===== config.mk =====
export PLATFORM = sky130hd
export DESIGN_NAME = ps2_teclado_ctrl
export DESIGN_NICKNAME = d
export VERILOG_FILES = /design/src/rtl/ps2_teclado_ctrl.sv
export SDC_FILE = /design/constraint.sdc
export NUM_CORES = 1
export LEC_CHECK = 0
export ABC_AREA = 1
export CAP_MARGIN = 0
export CELL_PAD_IN_SITES_DETAIL_PLACEMENT = 0
export CELL_PAD_IN_SITES_GLOBAL_PLACEMENT = 1
export CORE_UTILIZATION = 39
export CTS_CLUSTER_SIZE = 40
export DETAILED_ROUTE_END_ITERATION = 16
export PLACE_DENSITY_LB_ADDON = 0.1
export SLEW_MARGIN = 20
export SYNTH_ARGS = -nofsm -noshare
export SYNTH_HDL_FRONTEND = slang
export SYNTH_SLANG_ARGS = --single-unit

===== constraint.sdc =====
create_clock -name clk -period 1.65 [get_ports clk]
set_clock_uncertainty 0.2 [all_clocks]
set_input_delay 0.33 -clock clk [delete_from_list [all_inputs] [get_ports clk]]
set_output_delay 0.33 -clock clk [all_outputs]
set_load 0.03 [all_outputs]

===== src/rtl/ps2_teclado_ctrl.sv =====
// -----------------------------------------------------------------------------
// ps2_teclado_ctrl
//
// PS/2 keyboard receive sequencer. Oversamples the raw PS/2 clock/data pins in
// the clk domain, frames each 11-bit packet (start, 8 data LSB first, odd
// parity, stop), and folds the E0 (extended) and F0 (break) prefixes into one
// decoded key event. 'carga' drives the load enable of the downstream general
// register so only make codes reach the display path.
//
// Optional feature: define PS2_PARITY_CHECK_EN to enforce odd parity. When it
// is not defined the parity bit is consumed but ignored.
//
// Parameters:
//   TIMEOUT_CYC  watchdog, in clk cycles, between PS/2 falling edges (>= 16)
//
// Ports:
//   clk        in   system clock, rising edge
//   rst_n      in   asynchronous active-low reset
//   clkps      in   raw PS/2 clock pin (asynchronous)
//   Rx         in   raw PS/2 data pin (asynchronous)
//   codigo     out  last decoded scan code, prefixes stripped
//   extendido  out  event was preceded by E0
//   liberado   out  event was preceded by F0 (key release)
//   valido     out  one-cycle event strobe
//   carga      out  one-cycle register load strobe (valido & ~liberado)
//   error      out  one-cycle frame error strobe (parity, stop, timeout)
//   ocupado    out  high while a frame is in progress
// -----------------------------------------------------------------------------
module ps2_teclado_ctrl #(
    parameter int TIMEOUT_CYC = 100000
) (
    input  logic       clk,
    input  logic       rst_n,
    input  logic       clkps,
    input  logic       Rx,
    output logic [7:0] codigo,
    output logic       extendido,
    output logic       liberado,
    output logic       valido,
    output logic       carga,
    output logic       error,
    output logic       ocupado
);

    localparam int             WDW    = $clog2(TIMEOUT_CYC);
    localparam logic [WDW-1:0] WD_MAX = WDW'(TIMEOUT_CYC - 1);
    localparam logic [7:0]     PFX_E0 = 8'hE0;
    localparam logic [7:0]     PFX_F0 = 8'hF0;

    typedef enum logic [1:0] {REPOSO, DATOS, PARIDAD, PARADA} estado_t;

    estado_t        state;
    logic [2:0]     bit_cnt;
    logic [7:0]     shreg;
    logic [WDW-1:0] wdog;
    logic           pend_e0;
    logic           pend_f0;

    logic clkps_s1, clkps_s2, clkps_prev;
    logic rx_s1, rx_s2;
    logic fall;
    logic frame_ok;

    // Synchronizers and edge detector idle at 1 so that a bus held high out of
    // reset never looks like a falling edge.
    // NOTE: every register here, including the data path, is reset; this block
    // is small enough that a fully known post-reset state costs nothing.
    always_ff @(posedge clk or negedge rst_n) begin
        if (!rst_n) begin
            clkps_s1   <= 1'b1;
            clkps_s2   <= 1'b1;
            clkps_prev <= 1'b1;
            rx_s1      <= 1'b1;
            rx_s2      <= 1'b1;
        end else begin
            // NOTE: non-blocking assignments give each flop the value its
            // predecessor held before this edge, which is what makes a chain.
            clkps_s1   <= clkps;
            clkps_s2   <= clkps_s1;
            clkps_prev <= clkps_s2;
            rx_s1      <= Rx;
            rx_s2      <= rx_s1;
        end
    end

    assign fall = clkps_prev & ~clkps_s2;

`ifdef PS2_PARITY_CHECK_EN
    logic par_bit;
    // Odd parity: data XOR parity must be 1; stop bit (current rx) must be 1.
    assign frame_ok = rx_s2 & (^{shreg, par_bit});
`else
    assign frame_ok = rx_s2;
`endif

    always_ff @(posedge clk or negedge rst_n) begin
        if (!rst_n) begin
            state     <= REPOSO;
            bit_cnt   <= '0;
            shreg     <= '0;
            wdog      <= '0;
            pend_e0   <= 1'b0;
            pend_f0   <= 1'b0;
            codigo    <= '0;
            extendido <= 1'b0;
            liberado  <= 1'b0;
            valido    <= 1'b0;
            carga     <= 1'b0;
            error     <= 1'b0;
`ifdef PS2_PARITY_CHECK_EN
            par_bit   <= 1'b0;
`endif
        end else begin
            valido <= 1'b0;
            carga  <= 1'b0;
            error  <= 1'b0;

            // A falling edge always takes priority over a coincident watchdog
            // expiry: the edge restarts the window.
            if (fall) begin
                wdog <= '0;
                unique case (state)
                    REPOSO: begin
                        if (!rx_s2) begin
                            state   <= DATOS;
                            bit_cnt <= '0;
                        end
                    end
                    DATOS: begin
                        shreg   <= {rx_s2, shreg[7:1]};
                        bit_cnt <= bit_cnt + 3'd1;
                        if (bit_cnt == 3'd7) state <= PARIDAD;
                    end
                    PARIDAD: begin
`ifdef PS2_PARITY_CHECK_EN
                        par_bit <= rx_s2;
`endif
                        state <= PARADA;
                    end
                    PARADA: begin
                        state <= REPOSO;
                        if (!frame_ok) begin
                            // A corrupted byte may have been a prefix; drop
                            // any pending prefixes so they cannot attach to
                            // an unrelated later code.
                            error   <= 1'b1;
                            pend_e0 <= 1'b0;
                            pend_f0 <= 1'b0;
                        end else if (shreg == PFX_E0) begin
                            pend_e0 <= 1'b1;
                        end else if (shreg == PFX_F0) begin
                            pend_f0 <= 1'b1;
                        end else begin
                            codigo    <= shreg;
                            extendido <= pend_e0;
                            liberado  <= pend_f0;
                            valido    <= 1'b1;
                            carga     <= ~pend_f0;
                            pend_e0   <= 1'b0;
                            pend_f0   <= 1'b0;
                        end
                    end
                    default: state <= REPOSO;
                endcase
            end else if (state != REPOSO) begin
                if (wdog == WD_MAX) begin
                    error   <= 1'b1;
                    state   <= REPOSO;
                    wdog    <= '0;
                    pend_e0 <= 1'b0;
                    pend_f0 <= 1'b0;
                end else begin
                    wdog <= wdog + WDW'(1);
                end
            end
        end
    end

    assign ocupado = (state != REPOSO);

endmodule


Word level (Yosys, flattened, before mapping)

Index checks and enable logic that the tools add are counted.

Output and inout bits: 14
Word-level logic and storage cells: 86
Input port bits: 4
Register bits after elaboration: 50

Eq/ne operators: 13
Bitwise operators: 5
Mux-type cells: 38
Add/sub/neg operators: 2
Reductions and logical operators: 11

Operators with widths:

| cell                                                   | count |
|---|---|
| two-way mux 17 bit                                     | 3 |
| two-way mux 1 bit                                      | 27 |
| adder 17 x 1 -> 17 bit (second input constant)         | 1 |
| equality test 17 bit (second input constant)           | 1 |
| equality test 8 bit (second input constant)            | 2 |
| AND reduction 4 bit                                    | 3 |
| two-way mux 2 bit                                      | 5 |
| inequality test 3 bit (second input constant)          | 3 |
| case mux 2 bit (4 select lines)                        | 1 |
| nonzero test 2 bit                                     | 4 |
| case mux 3 bit (2 select lines)                        | 1 |
| AND reduction 5 bit                                    | 1 |
| equality test 2 bit (second input constant)            | 2 |
| inequality test 4 bit (second input constant)          | 1 |
| inverter 1 bit                                         | 4 |
| adder 3 x 1 -> 3 bit (second input constant)           | 1 |
| equality test 3 bit (second input constant)            | 1 |
| two-way mux 3 bit                                      | 1 |
| AND reduction 3 bit                                    | 1 |
| equality test 2 x 1 -> 1 bit (second input constant)   | 1 |
| logical NOT 2 bit                                      | 1 |
| inequality test 2 x 1 -> 1 bit (second input constant) | 1 |
| inequality test 2 bit (second input constant)          | 1 |
| AND reduction 2 bit                                    | 1 |
| AND 1 bit                                              | 1 |

Longest topological paths before layout

Gate-level depths: netlist (run 1).

Depth after elaboration: 6
Mapped depth: 10
Gate-level depth less buffers: 9

Worst setup path before layout (run 1)

No wires, ideal clock.

Path type: flip-flop to flip-flop
From: register state[0]
To: register wdog[13]
Stages on the path, launching flop included: 10
Arrival: 1336 ps
Library setup time: 121 ps
Clock period less this slack: 1656 ps
Required time: 1329 ps
Slack: -6 ps
Cells stage by stage: dfrtp_1 > inv_1 > ha_1 > buf_2 > nand2_4 > inv_2 > nor2_2 > nand2_1 > o21ai_0 > nor2_1

Longest elaborated chain between the ends: 2

Ends and longest elaborated chain:

| what                                | line | source |
|---|---|---|
| from (decl)                         | 52   | `estado_t state;` |
| from (signal assigned)              | 98   | `state <= REPOSO;` |
| from (signal assigned)              | 125  | `state <= DATOS;` |
| from (signal assigned)              | 132  | `if (bit_cnt == 3'd7) state <= PARIDAD;` |
| nonzero test 2 bit                  | 165  | `end else if (state != REPOSO) begin` |
| nonzero test 2 bit (no source line) | n/a  |  |
| to (signal assigned)                | 173  | `wdog <= wdog + WDW'(1);` |
| to (decl)                           | 55   | `logic [WDW-1:0] wdog;` |

No other way between the ends.
A chain may end at the register's enable or synchronous reset.

Final worst setup path (run 1)

From: register state[1]
To: output ocupado

Longest elaborated chain between the ends: 1

Ends and longest elaborated chain:

| what               | line | source |
|---|---|---|
| nonzero test 2 bit | 179  | `assign ocupado = (state != REPOSO);` |
| to (decl)          | 42   | `output logic ocupado` |

No other way between the ends.

==> results of run 1 <==
worst max path at each step:
stage | end | slack, ns | depth (start not counted) | start
6_report | ocupado | -0.08 | 5 | state[1]
5_1_grt | wdog[3] | -0.15 | 8 | state[1]
4_1_cts | ocupado | -0.21 | 5 | state[0]
3_5_place_dp | wdog[2] | -0.02 | 7 | state[1]
3_3_place_gp | wdog[3] | -0.007 | 7 | state[1]
2_1_floorplan | wdog[13] | 0.02 | 9 | state[0]
repair_timing:
| item | CTS | global route |
|---|---|---|
| pin swaps | 6 | 17 |
| gates resized for setup | 27 | 100 |
| gates cloned | 1 | 1 |
| endpoints found under the setup margin | 23 | 37 |
| hold buffers | 1 | 0 |
| endpoints found under the hold margin | 45 | 0 |
| buffers inserted | 5 | 8 |
placed cells by master, fill, tap and decap left out, types with 3 or more instances in the layout:
| cell | count |
|---|---|
| clkbuf_8 | 6 |
| clkdlybuf4s15_1 | 7 |
| nand2_4 | 4 |
| nand2_1 | 64 |
| xor2_1 | 4 |
| buf_6 | 9 |
| nand3_1 | 13 |
| nor2_2 | 10 |
| nand3_2 | 6 |
| dfrtp_1 | 44 |
| inv_1 | 25 |
| o21ai_0 | 11 |
| nor2_1 | 22 |
| dfstp_2 | 5 |
| nand4_1 | 8 |
| dlygate4sd2_1 | 6 |
| o21ai_2 | 4 |
| inv_2 | 6 |
| buf_4 | 42 |
| o21ai_1 | 6 |
| nand2_2 | 14 |
| ha_1 | 5 |
| nor2_4 | 11 |
| a21oi_2 | 3 |
kinds of logic after synthesis:
| logic type | synth area share (%) |
|---|---|
| buf+inv | 6.568 |
| compound gates | 7.332 |
| fa+ha+maj | 3.564 |
| xor+xnor | 2.495 |
| flops | 51.17 |
| simple gates | 28.87 |
report_power, final:
| group | switching (mW) | internal (mW) | total, mW |
|---|---|---|---|
| clock network | 0.409 | 0.646 | 1.06 |
| registers | 0.0801 | 1.34 | 1.42 |
| logic | 0.614 | 0.491 | 1.10 |
flip-flops by register name (all words and copies together), names as in the netlist, 2 cells and up:
signal,flops
bit_cnt,3
state,2
shreg,8
codigo,8
wdog,17
final cells by class:
class	instances	area share, %
repair buffers	71	17.73
well taps	75	2.592
flip-flops and latches	50	34.76
clock buffers	6	2.281
multi-input cells	206	37.18
inverters	34	3.801
clock inverters	2	1.659
per-layer routing:
metal / track usage (%) / up-vias / wire length, µm
li1: - / 1086 / -
met1: 24.75 / 955 / 2697
met2: 27.42 / 36 / 2490
met3: 3.708 / 8 / 234
met4: 5.357 / 0 / 93
met5: 0 / - / 0
through the flow:
step                      utilization (%)  std cells  setup slack [ns]   TNS [ns]  hold slack [ns]
after floorplan                         -        295           0.02191          0          -0.1656
after global placement              50.13        421         -0.007152  -0.007152           0.1410
after detailed placement            50.13        421          -0.01802   -0.05658           0.1424
after CTS                           54.51        436           -0.2062    -0.4216           0.1616
after global routing                60.44        444           -0.1477     -3.043           0.1637
final                               60.44        444          -0.07651    -0.6737           0.1603
==> results_dict.tcl, run 1 <==
set metrics [dict create \
    r2r_setup_slack_ns -0.07 \
    critPathArrivalTime_ns 1.20 \
    startpoint_type "flop" \
    end_kind "output pin" \
    max_slew_margin_pct 78.96 \
    p_per_area_nw_per_um2 989.9 \
    synth_cell_types 27 \
    yosys.area.top_type_share_pct 45.82 \
    seqCellArea_um2 1259 \
    syn_nets 306 \
    wirelength_um 5515 \
    area_growth_pct 47.35 \
    dr.pass1.iters 4 \
    rsz0062_at_grt "yes" \
    synth_enable_flop_cells 0 \
    ys_seq_elements 50 \
    synthesis.area_um2 2457 \
    yosysSeqAreaShare_pct 51.17 \
    drc 0 \
    drive_above_1_share_pct 39.30 \
    cts.sinks 50 \
    ant_nets 0 \
    r2r-end "liberado" \
    yosys.area.top_type "dfrtp_1" \
    cts_max_level 2 \
    failed_checks "setup timing" \
    n_antenna_cell 0 \
    grt_max_degree 51 \
    design_area_um2 3621 \
    finalWorstSetupSlack_ns -0.07651 \
    whs_endpoint "frame_ok" \
    hold_viol 0 \
    core_region_area_um2 5991 \
    path_class "flop to output pin" \
    r2r_start "clkps_prev" \
    reg2regPathDepth 6 \
    gp_congestion 0.8254 \
    synth_common_cells "81 x nand2_1, 45 x dfrtp_1, 39 x nor2_1, 32 x inv_1, 21 x o21ai_0" \
    ys_warn_count 0 \
    critPathMaxStageDelay_ns 0.41 \
    die_y_um 81.38 \
    placed_area_um2 3003 \
    root_buffer "clkbuf_8" \
    hp-class "flop to flop" \
    cts.path.max_buffers 2 \
    fmax_ghz 0.5792 \
    cp_slowest_cell "dfrtp_1" \
    first_global_vias 1913 \
    cp_cell_sequence "inv_2, ha_4, buf_6, inv_2, buf_6" \
    yosys_most_used_dff "dfrtp_1" \
    avgSynthCellArea_um2 8.330 \
    holdCritStartpoint "rx_s1" \
    hold_depth 0 \
    multiInputGateArea_um2 1346 \
    grt_overflow 0 \
    synth.most_common_cell "nand2_1" \
    rows 28 \
    path_buf_inv 4 \
    status "complete, but fails checks" \
    grtUsageTotal_pct 17.75 \
    grt_pass1_wl_um 8838 \
    cts_made_buffers 5 \
    portBuffers 17 \
    antenna_found_initial 0 \
    drv_cap 0 \
    dieArea_um2 6623 \
    dp_hpwl_um 3609 \
    initial_core_util_pct 41.02 \
    cp_top_family "flip-flops" \
    worst_ir_drop_vdd_mv 0.6118 \
    dieWidth_um 81.38 \
    synth_async_sr_flop_share_pct 100.0 \
    n_fill_cell 515 \
    clk_pin_slew_ns 0.09 \
    vias 2085 \
    layout_min_cycle_time_ns 1.727 \
    io_pins 18 \
    viasPerCell 4.696 \
    cts_tree "done" \
    timing.final.crit_share_pct 104.6 \
    crit_fanout 4 \
    power.total_mw 3.584 \
    p_leak_nw 1.668 \
    wl_per_cell_um 12.42 \
    clkLatencyLatePin_ns 0.31 \
    drt_iter0_drc 110 \
    yosys-top-cells-area "dfrtp_1 46%, nand2_1 12%, nor2_1 6.0%" \
    nets 379 \
    worst_pin_slew_ns 0.3123 \
    final-setup-viol-count 17 \
    synth_cells 295 \
    slew_viol_final 0 \
    cp.required_ns 1.12 \
]
No activity file was read; power rests on OpenSTA's default activity.
==> run 2, diff against run 1 <==
--- a/config.mk
+++ b/config.mk
@@ -13,6 +13,7 @@
 export CTS_CLUSTER_SIZE = 40
 export DETAILED_ROUTE_END_ITERATION = 16
 export PLACE_DENSITY_LB_ADDON = 0.1
+export REMOVE_ABC_BUFFERS = 1
 export SLEW_MARGIN = 20
 export SYNTH_ARGS = -nofsm -noshare
 export SYNTH_HDL_FRONTEND = slang
==> results_dict.tcl, run 2 (synthesis gave the netlist of run 1 again) <==
set metrics [dict create \
    drv_cap 0 \
    fmax_ghz 0.5740 \
    pre_cts_ws_ns -0.07772 \
    vias 2050 \
    slew_viol_final 0 \
    end_kind "output pin" \
    cp_cell_sequence "inv_2, ha_4, buf_6, inv_2, buf_6" \
    regMostFlops "wdog" \
    grt_max_degree 51 \
    p_per_area_nw_per_um2 985.8 \
    reg_top3 "wdog: 17 flops, codigo: 8 flops, shreg: 8 flops" \
    worst_pin_slew_ns 0.3183 \
    ant_nets 0 \
    cts_tree "done" \
    max_slew_margin_pct 78.72 \
    area_growth_pct 42.21 \
    root_buffer "clkbuf_8" \
    path_class "flop to output pin" \
    die_y_um 81.38 \
    status "complete, but fails checks" \
    io_pins 18 \
    portBuffers 17 \
    p_sw_share_pct 32.56 \
    p_int_mw 2.323 \
    comb_power_share_pct 33.3 \
    cp.required_ns 1.12 \
    dr.pass1.iters 4 \
    final-setup-viol-count 1 \
    layout_min_cycle_time_ns 1.742 \
    power.total_mw 3.445 \
    n_fill_cell 551 \
    grt_pass1_wl_um 9280 \
    viasPerCell 4.628 \
    hp-class "flop to flop" \
    cts_made_buffers 5 \
    hold_viol 0 \
    drt_iter0_drc 64 \
    cp_slowest_cell "dfrtp_1" \
    grt_overflow 0 \
    first_global_vias 2027 \
    largest_register_ffs 17 \
    clkLatencyLatePin_ns 0.31 \
    dieArea_um2 6623 \
    drive_above_1_share_pct 33.97 \
    fin_tns_setup_ns -0.09214 \
    drc 0 \
    m1WireLength_um 2652 \
    cts_max_level 2 \
    clk_pin_slew_ns 0.09 \
    top_layer "met4" \
    dp_hpwl_um 3749 \
    dieWidth_um 81.38 \
    timing.final.crit_share_pct 105.6 \
    whs_ns 0.1600 \
    clock_power_share_pct 25.2 \
    wl_met3_um 118 \
    cts.path.max_buffers 2 \
    initial_core_util_pct 41.02 \
    utilization_pct 58.33 \
    route.met2.wl_um 2609 \
    final_common_cell "nand2_1" \
    n_antenna_cell 0 \
    failed_checks "setup timing" \
    p_leak_nw 1.665 \
    switchingPower_mw 1.122 \
    rsz0062_at_grt "yes" \
    startpoint_type "flop" \
    rows 28 \
    grtUsageTotal_pct 18.92 \
    worst_ir_drop_vdd_mv 0.5870 \
    critPathArrivalTime_ns 1.21 \
    nets 378 \
    critPathMaxStageDelay_ns 0.39 \
    final_cell_mix "75 x nand2_1, 45 x buf_4, 44 x dfrtp_1, 28 x inv_1, 21 x nor2_1" \
    crit_fanout 5 \
    finalWorstSetupSlack_ns -0.09214 \
    core_region_area_um2 5991 \
    gp_congestion 0.7700 \
    power.share.sequential_pct 41.6 \
    antenna_found_initial 0 \
    wirelength_um 5466 \
    cts.sinks 50 \
    wl_per_cell_um 12.34 \
]
[run 2: cell types whose count changed in the layout (fill, tap and decap cells not counted), sizes merged]
cell / before / now
buf: 55 / 54
clkbuf: 6 / 5
clkinvlp: 0 / 2
bufinv: 2 / 1
dlygate4sd2: 6 / 13
clkdlybuf4s15: 7 / 0
[run 2: path summary, 6_finish.rpt]
kind / from / end / slack (ns) / cells after the start
setup / recovery: state[0] / ocupado / -0.09 / 5
min in group asynchronous: rst_n / codigo[3] / 0.33 / 3
max in group asynchronous: rst_n / clkps_prev / 0.63 / 3
hold reg to reg: rx_s1 / frame_ok / 0.16 / 0
setup reg to reg: clkps_s2 / wdog[3] / 0.01 / 7
hold / removal: rx_s1 / frame_ok / 0.16 / 0
[run 2: layer usage]
metal	vias up	track usage, %
met5	-	0
met4	0	7.679
met3	7	3.258
met2	22	31.50
met1	939	24.15
li1	1082	-
[run 2: power by group through the flow]
stage	clock (mW)	sequential [mW]	combinational, mW
final	0.867	1.43	1.15
after global routing	0.945	1.45	1.28
after global placement	0	1.44	0.890
after detailed placement	0	1.44	0.896
after floorplan	0	1.46	0.430
after CTS	0.905	1.42	0.986
[run 2: timing repair]
| item | CTS | global route |
|---|---|---|
| pin swaps | 14 | 24 |
| gates cloned | 1 | 0 |
| buffers inserted | 3 | 10 |
| hold endpoints to repair | 45 | 0 |
| endpoints found under the setup margin | 29 | 33 |
| resized for setup | 47 | 48 |
| hold buffers | 1 | 0 |
[run 2: stage by stage]
stage	std cells	instance area, µm²
after CTS	435	3293
after detailed placement	422	3018
after floorplan	290	2424
after global placement	422	3018
after global routing	443	3495
final	443	3495
[run 2: area by class of cell]
class | instances | area (µm²) | area share (%)
Clock buffer | 5 | 68.82 | 1.969
Inverter | 34 | 132.6 | 3.795
Multi-Input combinational cell | 206 | 1297 | 37.13
Sequential cell | 50 | 1259 | 36.02
Clock inverter | 3 | 45.04 | 1.289
Tap cell | 75 | 93.84 | 2.685
Timing Repair Buffer | 70 | 598.1 | 17.11
[run 2: worst max-delay path, delay by kind of cell (launching register included)]
family / cells / cell delay (ns)
DFF: 1 / 0.39
buffers and inverters: 4 / 0.33
adders and majority gates: 1 / 0.18
==> run 3, diff against run 2 <==
--- a/config.mk
+++ b/config.mk
@@ -9,6 +9,7 @@
 export CAP_MARGIN = 0
 export CELL_PAD_IN_SITES_DETAIL_PLACEMENT = 0
 export CELL_PAD_IN_SITES_GLOBAL_PLACEMENT = 1
+export CORE_ASPECT_RATIO = 0.9
 export CORE_UTILIZATION = 39
 export CTS_CLUSTER_SIZE = 40
 export DETAILED_ROUTE_END_ITERATION = 16
==> results_dict.tcl, run 3 (synthesis gave the netlist of run 1 again) <==
set metrics [dict create \
    grt_overflow 0 \
    status "complete, but fails checks" \
    drv_cap 0 \
    area_growth_pct 46.28 \
    wirelength_um 5457 \
    p_per_area_nw_per_um2 940.4 \
    viasPerCell 4.631 \
    nets 376 \
    placed_area_um2 3010 \
    clkLatencyLatePin_ns 0.30 \
    worst_pin_slew_ns 0.3650 \
    cts.sinks 50 \
    root_buffer "clkbuf_8" \
    dr.pass1.iters 4 \
    startpoint_type "flop" \
    critPathMaxStageDelay_ns 0.39 \
    final_common_cell "nand2_1" \
    cp_cell_sequence "inv_2, ha_4, buf_6, inv_2, buf_6" \
    use_met3_pct 3.229 \
    groute.layer.met1.usage_pct 25.14 \
    switchingPower_mw 1.089 \
    timing.final.crit_share_pct 104.4 \
    crit_start "state[1]" \
    grt_util_met2_pct 24.40 \
    r2r_start "wdog[5]" \
    portBuffers 17 \
    antenna_found_initial 0 \
    p_int_mw 2.292 \
    end_kind "output pin" \
    initial_core_util_pct 40.19 \
    gp_congestion 0.7802 \
    wl_per_cell_um 12.05 \
    clock_power_share_pct 25.1 \
    rsz0062_at_grt "yes" \
    design_area_um2 3595 \
    drive_above_1_share_pct 37.98 \
    hold_depth 0 \
    p_leak_nw 1.672 \
    reg2regPathDepth 5 \
    cp_top_family "flip-flops" \
    cts_made_buffers 5 \
    critPathArrivalTime_ns 1.19 \
    die_y_um 77.31 \
    first_global_vias 1843 \
    cts.path.max_buffers 2 \
    core_region_area_um2 6115 \
    path_buf_inv 4 \
    ant_nets 0 \
    final_cell_mix "63 x nand2_1, 44 x dfrtp_1, 38 x buf_4, 26 x inv_1, 22 x nor2_1" \
    crit_cells 5 \
    path_class "flop to output pin" \
    cp_slowest_cell "dfrtp_1" \
    slew_viol_final 0 \
    failed_checks "setup timing" \
    clk_pin_slew_ns 0.09 \
    rows 27 \
    busiest_layer "met1" \
    p_sw_share_pct 32.20 \
    final-setup-viol-count 19 \
    grt_pass1_wl_um 8666 \
    cts_max_level 2 \
    largest_register_ffs 17 \
    layout_min_cycle_time_ns 1.723 \
    grt_max_degree 51 \
    drc 0 \
    hp-class "flop to flop" \
    io_pins 18 \
    holdCritStartpoint "clkps_s1" \
    grtUsageTotal_pct 16.77 \
    vias 2098 \
    fmax_ghz 0.5802 \
    power.total_mw 3.381 \
    hold_viol 0 \
    drt_iter0_drc 78 \
    comb_power_share_pct 32.6 \
    dp_hpwl_um 3685 \
    n_antenna_cell 0 \
    reg_top3 "wdog: 17 flops, codigo: 8 flops, shreg: 8 flops" \
    max_slew_margin_pct 75.41 \
    regMostFlops "wdog" \
    cts_tree "done" \
    worst_ir_drop_vdd_mv 0.5963 \
    crit_fanout 6 \
    dieArea_um2 6623 \
    power.share.sequential_pct 42.3 \
    finalWorstSetupSlack_ns -0.07342 \
    dieWidth_um 85.67 \
    cp.required_ns 1.12 \
]
-- run 3: cell count changes in the layout (fill, tap and decap cells not counted), sizes merged --
cell           change
clkinvlp           -2
buf                -5
clkinv             +2
clkbuf             +4
clkdlybuf4s15      +4
dlygate4sd2        -5
-- run 3: through the flow --
step | hold WS, ns | util [%] | setup WS [ns] | cells | setup TNS (ns)
finish | 0.1593 | 58.79 | -0.07342 | 453 | -0.3883
global route | 0.1626 | 58.79 | -0.1241 | 453 | -2.559
CTS | 0.1611 | 51.44 | -0.1974 | 441 | -0.2310
detailed placement | 0.1476 | 49.23 | -0.04546 | 431 | -0.1077
global placement | 0.1412 | 49.23 | -0.04101 | 431 | -0.07896
floorplan | -0.1656 | - | -0.2195 | 290 | -2.143
-- run 3: worst paths after layout --
| path | end | slack (ns) |
|---|---|---|
| max in group asynchronous | rx_s1 | 0.62 |
| max | ocupado | -0.07 |
| min in group asynchronous | codigo[3] | 0.34 |
| max reg2reg | wdog[4] | -0.05 |
| min | clkps_s2 | 0.16 |
| min reg2reg | clkps_s2 | 0.16 |
-- run 3: metal layers --
metal / vias to the layer above / share of wire, %
met4: 0 / 0.70
met5: - / 0
met1: 986 / 52
li1: 1082 / -
met2: 28 / 45
met3: 2 / 2.6
-- run 3: what timing repair did --
item	CTS	global route
gates cloned	0	4
buffers inserted	1	8
gates resized for setup	20	95
endpoints found under the hold margin	45	0
endpoints found under the setup margin	21	38
hold buffers	1	0
pin swaps	4	24
-- run 3: power by group through the flow --
stage | sequential [mW] | clock (mW) | combinational (mW)
4_1_cts | 1.42 | 0.878 | 0.915
2_1_floorplan | 1.46 | 0 | 0.430
3_3_place_gp | 1.44 | 0 | 0.864
5_1_grt | 1.44 | 0.928 | 1.23
6_report | 1.43 | 0.850 | 1.10
3_5_place_dp | 1.44 | 0 | 0.876
-- run 3: worst reg2reg max path, cell delays in order, from the launching register on --
cell       delay, ns
dfrtp_1         0.44
nor3_1          0.32
nand3_4         0.16
o21ai_4         0.23
clkbuf_16       0.20
nor3_2          0.04
-- run 3: layout make-up --
class | instances | area, µm²
clock inverters | 3 | 40.04
multi-input cells | 206 | 1328
clock buffers | 5 | 68.82
fillers | 556 | 2520
flip-flops and latches | 50 | 1259
inverters | 34 | 132.6
repair buffers | 68 | 658.1
well taps | 87 | 108.9
